File: config.mk
export PLATFORM = sky130hd
export DESIGN_NAME = mprj_cp_monitor
export DESIGN_NICKNAME = d
export VERILOG_FILES = /design/src/rtl/mprj_cp_pkg.sv /design/src/rtl/cp_stable_filter.sv /design/src/rtl/mprj_cp_monitor.sv
export SDC_FILE = /design/constraint.sdc
export NUM_CORES = 1
export LEC_CHECK = 0
export BUFFER_PORTS_ARGS = -buffer_cell sky130_fd_sc_hd__buf_2
export CAP_MARGIN = 40
export CORE_UTILIZATION = 30
export CTS_BUF_LIST = sky130_fd_sc_hd__clkbuf_16
export CTS_CLUSTER_DIAMETER = 40
export DETAILED_ROUTE_END_ITERATION = 16
export SYNTH_ARGS = -nofsm -noshare
export SYNTH_HDL_FRONTEND = slang
export SYNTH_SLANG_ARGS = --single-unit
File: constraint.sdc
create_clock -name mclk -period 5.09 [get_ports mclk]
set_input_delay 0.509 -clock mclk [delete_from_list [all_inputs] [get_ports mclk]]
set_output_delay 0.509 -clock mclk [all_outputs]
set_load 0.05 [all_outputs]
File: src/rtl/mprj_cp_pkg.sv
// Shared types and defaults for the checkpoint-sequence monitor.
package mprj_cp_pkg;

  typedef enum logic [1:0] {
    ST_IDLE,
    ST_RUN,
    ST_PASS,
    ST_FAIL
  } cp_state_e;

  localparam int unsigned CP_W_DEF    = 16;
  localparam int unsigned DEPTH_DEF   = 8;
  localparam int unsigned TMO_W_DEF   = 24;
  localparam int unsigned STB_CYC_DEF = 4;

  // Table index width; a one-entry table still needs a one-bit index.
  function automatic int unsigned idx_w(input int unsigned depth);
    return (depth <= 1) ? 1 : $clog2(depth);
  endfunction

endpackage

File: src/rtl/cp_stable_filter.sv
// Synchronises an asynchronous bus and reports each value that stays put for
// STB_CYC consecutive samples, once per distinct value.
module cp_stable_filter #(
  parameter int unsigned CP_W    = 16,
  parameter int unsigned STB_CYC = 4
) (
  input  logic            mclk,
  input  logic            reset_n,
  input  logic            clr,
  input  logic [CP_W-1:0] cp_in,
  output logic            ev,
  output logic [CP_W-1:0] ev_val
);

  localparam int unsigned      CNT_W   = $clog2(STB_CYC + 1);
  localparam logic [CNT_W-1:0] CNT_MAX = CNT_W'(STB_CYC);

  logic [CP_W-1:0]  sync1;
  logic [CP_W-1:0]  cp_sync;
  logic [CP_W-1:0]  cp_prev;
  logic [CP_W-1:0]  last_val;
  logic [CNT_W-1:0] run_cnt;
  logic             last_vld;

  always_ff @(posedge mclk or negedge reset_n) begin
    if (!reset_n) begin
      sync1    <= '0;
      cp_sync  <= '0;
      cp_prev  <= '0;
      run_cnt  <= '0;
      last_val <= '0;
      last_vld <= 1'b0;
    end else begin
      sync1   <= cp_in;
      cp_sync <= sync1;
      cp_prev <= cp_sync;
      // run_cnt = number of consecutive samples cp_prev has held, saturating
      if (cp_sync != cp_prev)
        run_cnt <= CNT_W'(1);
      else if (run_cnt != CNT_MAX)
        run_cnt <= run_cnt + CNT_W'(1);
      if (clr) begin
        last_vld <= 1'b0;
      end else if (ev) begin
        last_vld <= 1'b1;
        last_val <= cp_prev;
      end
    end
  end

  assign ev     = (run_cnt == CNT_MAX) && (!last_vld || (cp_prev != last_val));
  assign ev_val = cp_prev;

endmodule

File: src/rtl/mprj_cp_monitor.sv
// Checkpoint-sequence monitor: matches stable checkpoint codes against a
// programmed ordered table and reports pass, fail or per-step watchdog timeout.
module mprj_cp_monitor
  import mprj_cp_pkg::*;
#(
  parameter int unsigned CP_W    = CP_W_DEF,
  parameter int unsigned DEPTH   = DEPTH_DEF,
  parameter int unsigned TMO_W   = TMO_W_DEF,
  parameter int unsigned STB_CYC = STB_CYC_DEF,
  localparam int unsigned IDX_W  = idx_w(DEPTH)
) (
  input  logic             mclk,
  input  logic             reset_n,
  input  logic             cfg_we,
  input  logic [IDX_W-1:0] cfg_addr,
  input  logic [CP_W-1:0]  cfg_data,
  input  logic [IDX_W:0]   cfg_num,
  input  logic             cfg_strict,
  input  logic [TMO_W-1:0] cfg_tmo,
  input  logic             start,
  input  logic             abort,
  input  logic [CP_W-1:0]  cp_in,
  output logic             busy,
  output logic             pass,
  output logic             fail,
  output logic             timeout,
  output logic [IDX_W:0]   step,
  output logic [CP_W-1:0]  fail_code
);

  localparam logic [IDX_W:0] NUM_MAX = (IDX_W + 1)'(DEPTH);

  cp_state_e        state;
  logic [CP_W-1:0]  tbl [DEPTH];
  logic [TMO_W-1:0] wdog;
  logic [TMO_W-1:0] wdog_dec;
  logic [IDX_W:0]   num_eff;
  logic [IDX_W:0]   step_inc;
  logic             arm;
  logic             hit;
  logic             ev;
  logic [CP_W-1:0]  ev_val;

  // Only a start that actually arms a run re-validates the filter history.
  assign arm      = start && !abort && (state != ST_RUN);
  assign num_eff  = (cfg_num > NUM_MAX) ? NUM_MAX : cfg_num;
  assign step_inc = step + (IDX_W + 1)'(1);
  assign hit      = ev && (ev_val == tbl[step[IDX_W-1:0]]);
  assign wdog_dec = (wdog == '0) ? '0 : wdog - TMO_W'(1);

  cp_stable_filter #(
    .CP_W    (CP_W),
    .STB_CYC (STB_CYC)
  ) u_filter (
    .mclk    (mclk),
    .reset_n (reset_n),
    .clr     (arm),
    .cp_in   (cp_in),
    .ev      (ev),
    .ev_val  (ev_val)
  );

  always_ff @(posedge mclk or negedge reset_n) begin
    if (!reset_n) begin
      for (int unsigned i = 0; i < DEPTH; i++)
        tbl[i] <= '0;
    end else if (cfg_we && (state != ST_RUN)) begin
      tbl[cfg_addr] <= cfg_data;
    end
  end

  always_ff @(posedge mclk or negedge reset_n) begin
    if (!reset_n) begin
      state     <= ST_IDLE;
      step      <= '0;
      wdog      <= '0;
      timeout   <= 1'b0;
      fail_code <= '0;
    end else if (abort) begin
      state     <= ST_IDLE;
      step      <= '0;
      wdog      <= '0;
      timeout   <= 1'b0;
      fail_code <= '0;
    end else begin
      case (state)
        ST_RUN: begin
          if (hit) begin
            step <= step_inc;
            wdog <= cfg_tmo;
            if (step_inc == num_eff)
              state <= ST_PASS;
          end else if (ev && cfg_strict) begin
            state     <= ST_FAIL;
            fail_code <= ev_val;
          end else if ((cfg_tmo != '0) && (wdog_dec == '0)) begin
            state   <= ST_FAIL;
            timeout <= 1'b1;
            wdog    <= '0;
          end else begin
            wdog <= wdog_dec;
          end
        end
        default: begin
          if (start) begin
            step      <= '0;
            wdog      <= cfg_tmo;
            timeout   <= 1'b0;
            fail_code <= '0;
            state     <= (num_eff == '0) ? ST_PASS : ST_RUN;
          end
        end
      endcase
    end
  end

  assign busy = (state == ST_RUN);
  assign pass = (state == ST_PASS);
  assign fail = (state == ST_FAIL);

endmodule

After elaboration in Yosys (flattened, before gate mapping) --
Cells that the tools add are included.
Cells by class: add/subtract/negate cells 3, divide/modulo/power cells 0, bitwise gates (word level) 3, eq/ne operators 18, shift operators 0, multiply operators 0, muxes and demuxes 41, order comparisons 4, reduce and logical (&&, ||, !) cells 24
Operators with widths (number):
- $mux 24 | 7
- $bwmux 128 | 1
- $mux 16 | 8
- $bmux 16 s3 | 1
- $demux 16 s3 | 1
- $logic_not 24->1 | 2
- $ne 16x16->1 | 2
- $reduce_bool 24->1 | 1
- $sub 24x1->24 const B | 1
- $mux 4 | 5
- $eq 16x16->1 | 1
- $mux 2 | 8
- $ne 3x2->1 const B | 3
- $ne 3x3->1 const B | 3
- $ge 4x4->1 const B | 2
- $logic_and 1x1->1 | 8
- $mux 1 | 8
- $not 3->4 | 2
- $mux 3 | 2
- $reduce_and 2->1 | 3
- $reduce_and 3->1 | 2
- $ne 5x2->1 const B | 1
- $add 4x1->4 const B | 1
- $eq 2x2->1 const B | 2
- other kinds (16) | 18
Word-level totals: memories kept 0, output and inout bits 24, latch bits 0, memory bits (read-only) 0, register bits after elaboration 243, memory bits (writable) 0

Logic depth before layout (Yosys ltp) --
Gate-level depths: netlist (run 1).
depth after elaboration 9, mapped depth 12

Cells and area by module --
Synthesis (run 1) repeated with hierarchy kept, for this count alone.
Second synthesis, totals: cells, all modules 906, area, all modules 11553.6 um^2
Modules (own cells, without submodules):
- mprj_cp_monitor | area an instance 9188.8 um^2, cells each 760, times used 1
- cp_stable_filter | area an instance 2364.8 um^2, cells each 146, times used 1

Least setup slack after synthesis (run 1) --
No wires, ideal clock.
kind register to register, start reg step[1], end reg wdog[2], setup slack 1.978 ns, period minus slack after synthesis 3.112 ns, setup time 0.090 ns, data required time 5.000 ns, arrival time 3.022 ns, path buffers 4, cell stages (with the launch flop) 13, path through dfrtp_1 buf_4 buf_6 buf_4 mux4_2 mux2i_1 xnor2_1 nor2_1 and4_1 a211oi_4 buf_2 o21ai_0 o221ai_1
Between the ends: cells in the longest elaborated chain, start to end 9
Ends and longest elaborated chain:
- from (decl) | line mprj_cp_monitor.sv:27 | output logic [IDX_W:0] step,
- from (signal assigned) | line mprj_cp_monitor.sv:89 | step <= step_inc;
- $not 3->4 (not written as such) (*) | line mprj_cp_monitor.sv:48 | assign hit = ev && (ev_val == tbl[step[IDX_W-1:0]]);
- $bmux 16 s3 (*) | line mprj_cp_monitor.sv:48
- $mux 16 (not written as such) (*) (2 in a row) | line mprj_cp_monitor.sv:48
- $eq 16x16->1 (*) | line mprj_cp_monitor.sv:48
- $logic_and 1x1->1 (*) | line mprj_cp_monitor.sv:48
- $mux 24 | line mprj_cp_monitor.sv:88 | if (hit) begin
- $mux 24 | line mprj_cp_monitor.sv:86 | case (state)
- $mux 24 | line mprj_cp_monitor.sv:79 | end else if (abort) begin
- to (signal assigned) | line mprj_cp_monitor.sv:90 | wdog <= cfg_tmo;
- to (signal assigned) | line mprj_cp_monitor.sv:101 | wdog <= wdog_dec;
- to (signal assigned) | line mprj_cp_monitor.sv:107 | wdog <= cfg_tmo;
- to (decl) | line mprj_cp_monitor.sv:35 | logic [TMO_W-1:0] wdog;
Every way passes the cells marked *; elsewhere a longest branch is shown, timed or not. The select of a mux whose other input is x is not followed. A chain may end at the register's enable or synchronous reset.

Worst setup path in the final report (run 1) --
start reg step[0], end reg wdog[6]
The elaborated chain is that of the path after synthesis.

==> out/qor.csv, run 1 <==
metric,value,unit
outcome,"finished, violations left",
failing checks,negative hold slack,
worst setup path startpoint,step[0],
clock tree skew after final layout,27.3,ps
number of synthesis warnings,0,
clk_lat worst skew,530,ps
initial core utilization,0.304,
Required @ worst endpoint,5460,ps
clk root buf,clkbuf_16,
cts hold-fix bufs,0,
cell area after synthesis,11400,um^2
row cnt,71,
number of hold violations in the final report,3,
number of nets produced by synthesis,925,
IR Drop Worst-Case VDD,0.000221,V
wire length reported by the detailed router,29200,um
"Distinct cells, synth",68,
summed area of non-filler cells in the final layout,13800,um^2
pin count of the biggest net entering global routing,140,
proportion of layout cells with a drive suffix above 1,0.378,
number of sinks handled by clock tree synthesis,243,
share of flip-flops with an asynchronous set or reset,1.00,
core region area,37500,um^2
highest signal layer in the routed design,met5,
TritonCTS clock tree,built,
ratio of routed vias to standard cells,5.03,
Max-Slew Margin vs Limit,0.453,
met3 wire length,1430,um
sum of negative setup slack,0,ps
final setup margin,1310,ps
number of synthesized register bits,243,
FF-to-FF Start,step[0],
slowest cell delay on critical path,810,ps
DRC,0,
maximum fanout along the worst path,25,
Layout area overhead,21.3,%
cell area after placement,12500,um^2
routed metal-1 wire length,12900,um
cell type with the largest total area after synthesis,dfrtp_1,
number of nets with antenna violations after routing,0,
width of the die,197,um
fin crit period,3780,ps
number of antenna violations at the first check in global routing,2,
Max Cap Viol,0,
1st-iter DRT viols,536,
cell seen most often among critical-path stages,mux2i_1,
global-route wire length before repair,45900,um
dominant synthesized flop cell,dfrtp_1,
number of instances in the synthesized netlist,851,
Wirelength per Cell,19.4,um
post_cts resized,0,
CP max stage cell,dfrtp_2,
Post-synth EDFFs,0,
final max-slew violation count,0,
routed wire length on met2,14100,um
number of global-route vias before repair,7816,
area of the die,38800,um^2
dominant delay contributor by cell family on the critical path,multiplexers,
pre-CTS setup slack,1250,ps
number of placed instances with taps included,1431,
RSZ-0062 raised after global routing,false,
number of top-level pins,93,
setup-violating endpoint count in the final report,0,
crit path DAT,4160,ps
actual transition at the worst max-transition pin,820,ps
routability-driven placement congestion ratio,0.887,
area share of the largest cell type after synthesis,0.533,
clock tree buffer depth,3,
total of buffers placed on input and output ports,92,
path class of the lowest-slack min-delay path,in2async,
sequential fraction of the synthesis area,0.533,
final instance count without filler cells,1501,
average footprint of a synthesized cell,13.4,um^2
crit path cell chain,buf_4 -> mux4_2 -> mux2i_1 -> xnor2_1 -> nor4_2 -> nand2_2 -> o21ai_4 -> mux2i_1 -> o221ai_2,
number of vias after detailed routing,7549,
number of buffers added for setup after CTS,0,
power density cells,421,nW/um^2
grt ovf,0,
H-Tree Level Count,2,
Detailed Place HPWL,20000,um
fin crit share,0.743,
Leakage Power,5.85,nW
type of destination of the critical path,register,
Die Height,197,um
global routing usage summed across all routing layers,0.153,
number of buffers created by CTS,38,
Final #Nets,1034,
largest cells by area after synthesis,"dfrtp_1 53%, mux2_2 14%, mux4_2 6.3%",
Worst Hold Margin,-25.1,ps
Layout Utilization,0.369,
iteration count of the initial detailed-routing pass,5,
clock-pin slew of the registers on the worst-case setup and hold paths,40,ps
critical path type,reg2reg,
achievable frequency,264,MHz
sum of buffers and inverters on the critical path,1,
startpoint types,register,
[registers in the layout (all words and copies together) (netlist names)]
| signal | count |
|---|---|
| step | 4 |
| tbl | 128 |
| u_filter.ev_val | 16 |
| u_filter.run_cnt | 3 |
| u_filter.cp_sync | 16 |
| timeout | 1 |
| u_filter.last_val | 16 |
| fail_code | 16 |
| state | 2 |
| u_filter.last_vld | 1 |
| wdog | 24 |
| u_filter.sync1 | 16 |
[cell usage after synthesis (all sizes together), types with 20 or more instances]
master,number
a21oi,20
buf,21
clkbuf,24
dfrtp,243
mux2,144
mux4,32
nand2,32
nor2,33
nor4,25
xnor2,40
xor2,23
[stage by stage]
stage                     power [W]  hold WS [ps]
after floorplan             0.00294           213
after global placement      0.00317           333
after detailed placement    0.00321           335
after CTS                   0.00588          38.3
after global routing        0.00607          44.9
final                       0.00583         -25.1
[kinds of logic (layout without fill, tap and decap cells)]
logic type,count (synthesis),after routing,synth area share
flip-flops,243,243,0.533
multiplexers,195,195,0.222
AND/OR/NAND/NOR,168,168,0.0839
AO/OA/AOI/OAI,123,123,0.0811
XOR/XNOR,63,63,0.0484
buffers and inverters,54,192,0.0256
adder cells (fa/ha/maj),5,5,0.00549
other,0,1,0
[path summary, 6_finish.rpt]
kind                                        to  depth (start not counted)  slack [ps]
max                                    wdog[6]                          9        1310
min                                   wdog[18]                          1         -30
max reg2reg                            wdog[6]                          9        1310
min reg2reg                u_filter.cp_sync[7]                          0         350
max in group asynchronous              tbl[44]                          2        3880
min in group mclk            u_filter.sync1[1]                          1         100
[cell type report]
cell class                 count  area, um^2
sequential                   243        6080
timing repair buffer         114         706
clock buffer                  39         976
tap                          511         639
inverter                       9        33.8
clock inverter                30         344
multi-input combinational    554        5050
fill                        3648       23700
antenna                        1        2.50
[placed cells by master (no fill, tap or decap), drive strengths merged, types with 14 or more instances in the layout]
cell type | netlist | routed
a22o | 16 | 16
mux4 | 32 | 32
o21ai | 19 | 19
nand2 | 32 | 32
clkinv | 1 | 14
xor2 | 23 | 23
mux2 | 144 | 144
nor4 | 25 | 25
clkbuf | 24 | 39
buf | 21 | 114
mux2i | 19 | 19
a22oi | 19 | 19
xnor2 | 40 | 40
inv | 8 | 15
dfrtp | 243 | 243
a21oi | 20 | 20
nor2 | 33 | 33
[where the power goes]
part           internal [W]  switching, W
logic              0.000414      0.000347
registers           0.00223      0.000182
clock network       0.00171      0.000948
[per-layer routing]
layer,vias to the layer above,global-route usage
met4,4,0.0537
met1,3870,0.198
met5,-,0
met3,56,0.0289
met2,193,0.255
li1,3426,-
No activity file was read; power rests on OpenSTA's default activity.
==> run 2: changes to the inputs <==
clock period = 3.7 ns   (was 5.09 ns; I/O delays follow)
==> out/qor.csv, run 2 (synthesis gave the netlist of run 1 again) <==
metric,value,unit,change
outcome,completed,,
number of hold violations in the final report,0,,-3
fin crit share,0.901,,+0.158
initial core utilization,0.304,,unchanged
total of buffers placed on input and output ports,92,,unchanged
Wirelength per Cell,19.7,um,+1.5%
summed area of non-filler cells in the final layout,14100,um^2,+1.6%
area of the die,38800,um^2,unchanged
most flop-heavy register,tbl,,
crit path DAT,3670,ps,-490 ps
achievable frequency,300,MHz,+13%
setup-violating endpoint count in the final report,0,,unchanged
final max-slew violation count,0,,unchanged
width of the die,197,um,unchanged
cell area after placement,12600,um^2,+0.96%
number of cells on the worst reg-to-reg path,10,,+1
final instance count without filler cells,1532,,+2.1%
RSZ-0062 raised after global routing,false,,
number of global-route vias before repair,7964,,+1.9%
Die Height,197,um,unchanged
global-route wire length before repair,47200,um,+2.7%
pin count of the biggest net entering global routing,123,,-12%
worst setup path startpoint,step[0],,
clock tree buffer depth,3,,unchanged
number of antenna violations at the first check in global routing,4,,+2
critical path type,reg2reg,,
Required @ worst endpoint,4040,ps,-1420 ps
reg-to-reg endpoint,wdog[21],,
number of top-level pins,93,,unchanged
proportion of layout cells with a drive suffix above 1,0.383,,+0.00517
core region area,37500,um^2,unchanged
total power draw,0.00790,W,+35%
ratio of routed vias to standard cells,5.09,,+1.2%
crit path cell chain,buf_12 -> mux4_2 -> mux2i_1 -> xnor2_1 -> a211oi_1 -> and4_1 -> buf_4 -> a211oi_4 -> nor2_2 -> o221ai_1,,
startpoint types,register,,
FF-to-FF Start,step[0],,
Layout area overhead,23.3,%,
endpoint of the worst setup timing path,wdog[21],,
TritonCTS clock tree,built,,
most used cells in the layout excluding fill and tap cells,"242 x dfrtp_1, 144 x mux2_2, 91 x buf_2",,
path class of the lowest-slack min-delay path,in2reg,,
Final #Nets,1068,,+3.3%
fin crit period,3330,ps,-449 ps
Max-Slew Margin vs Limit,0.345,,-0.108
global routing usage summed across all routing layers,0.158,,+0.00490
net switching component of the power,0.00202,W,+37%
sequential group share of total power,0.420,,+0.007
number of sinks handled by clock tree synthesis,243,,unchanged
IR Drop Worst-Case VDD,0.000260,V,+18%
actual transition at the worst max-transition pin,982,ps,+162 ps
reg-to-reg setup timing slack,370,ps,-940 ps
Detailed Place HPWL,20400,um,+2.0%
power density cells,562,nW/um^2,+33%
final setup margin,366,ps,-941 ps
Top Registers,"tbl x128, wdog x24",,
Max Cap Viol,0,,unchanged
combinational fraction of design power,0.137,,+0.006
row cnt,71,,unchanged
number of buffers created by CTS,38,,unchanged
Leakage Power,5.97,nW,+2.0%
number of nets with antenna violations after routing,0,,unchanged
maximum fanout along the worst path,25,,unchanged
number of buffers added for setup after CTS,0,,unchanged
pre-CTS setup slack,349,ps,-906 ps
slowest cell delay on critical path,530,ps,-280 ps
part of the total power dissipated in the clock network,0.442,,-0.014
clock-pin slew of the registers on the worst-case setup and hold paths,60,ps,+20 ps
1st-iter DRT viols,410,,-24%
type of destination of the critical path,register,,
grt ovf,0,,unchanged
clk root buf,clkbuf_16,,
fraction of power spent switching nets,0.256,,+0.00241
hold depth,3,,
clk_lat worst skew,520,ps,about the same
iteration count of the initial detailed-routing pass,5,,unchanged
H-Tree Level Count,2,,unchanged
CP max stage cell,mux4_2,,
clock tree skew after final layout,20.9,ps,-6.37 ps
number of vias after detailed routing,7799,,+3.3%
internal power,0.00588,W,+35%
DRC,0,,unchanged
max reg flops,128,,unchanged
routability-driven placement congestion ratio,0.916,,+3.3%
most common library cell in the layout ignoring fill and taps,dfrtp_1,,
wire length reported by the detailed router,30200,um,+3.6%
sum of negative setup slack,0,ps,unchanged
number of placed instances with taps included,1448,,+1.2%
## run 2: worst max-delay path: cells and delay by family, from the launching register on
family / cells / cell delay [ps]
muxes: 2 / 730
and+or+nand+nor: 2 / 840
AOI/OAI and AO/OA: 3 / 670
buffers and inverters: 2 / 380
xor gates and xnor gates: 1 / 130
DFF: 1 / 380
## run 2: cell type report
cell class	count	area, um^2
Antenna cell	1	2.50
Multi-Input combinational cell	554	5050
Sequential cell	243	6080
Fill cell	3658	23400
Inverter	9	33.8
Clock buffer	39	976
Timing Repair Buffer	148	996
Clock inverter	27	282
Tap cell	511	639
## run 2: routing by layer
metal	up-vias	share of wire	GRT usage
met1	4016	0.44	0.208
met4	2	0.024	0.0502
li1	3518	-	-
met5	-	0.00026	0
met2	211	0.49	0.263
met3	52	0.050	0.0258
## run 2: worst min-delay path by stage
stage / startpoint / end / slack, ps
final: cfg_tmo[23] / wdog[23] / 140
after floorplan: reset_n / fail_code[0] / 70
after global placement: u_filter.sync1[6] / u_filter.cp_sync[6] / 330
after CTS: cfg_tmo[23] / wdog[23] / 120
after global routing: cfg_tmo[23] / wdog[23] / 140
after detailed placement: u_filter.sync1[8] / u_filter.cp_sync[8] / 330
## run 2: timing repair
action | in CTS | in global routing
hold endpoints to repair | 19 | 0
resized for setup | 0 | 0
hold buffers | 17 | 0
## run 2: power groups by stage
| stage | clock network, W | registers, W | logic [W] |
|---|---|---|---|
| CTS | 0.00357 | 0.00331 | 0.00109 |
| floorplan | 0 | 0.00325 | 0.000793 |
| detailed placement | 0 | 0.00336 | 0.00108 |
| global placement | 0 | 0.00335 | 0.00105 |
| global route | 0.00369 | 0.00336 | 0.00118 |
| finish | 0.00349 | 0.00332 | 0.00108 |
## run 2: through the flow
stage                     utilization  hold slack [ps]
final                           0.375              140
after floorplan                     -             74.4
after global placement          0.337              334
after global routing            0.375              143
after detailed placement        0.337              335
after CTS                       0.375              124
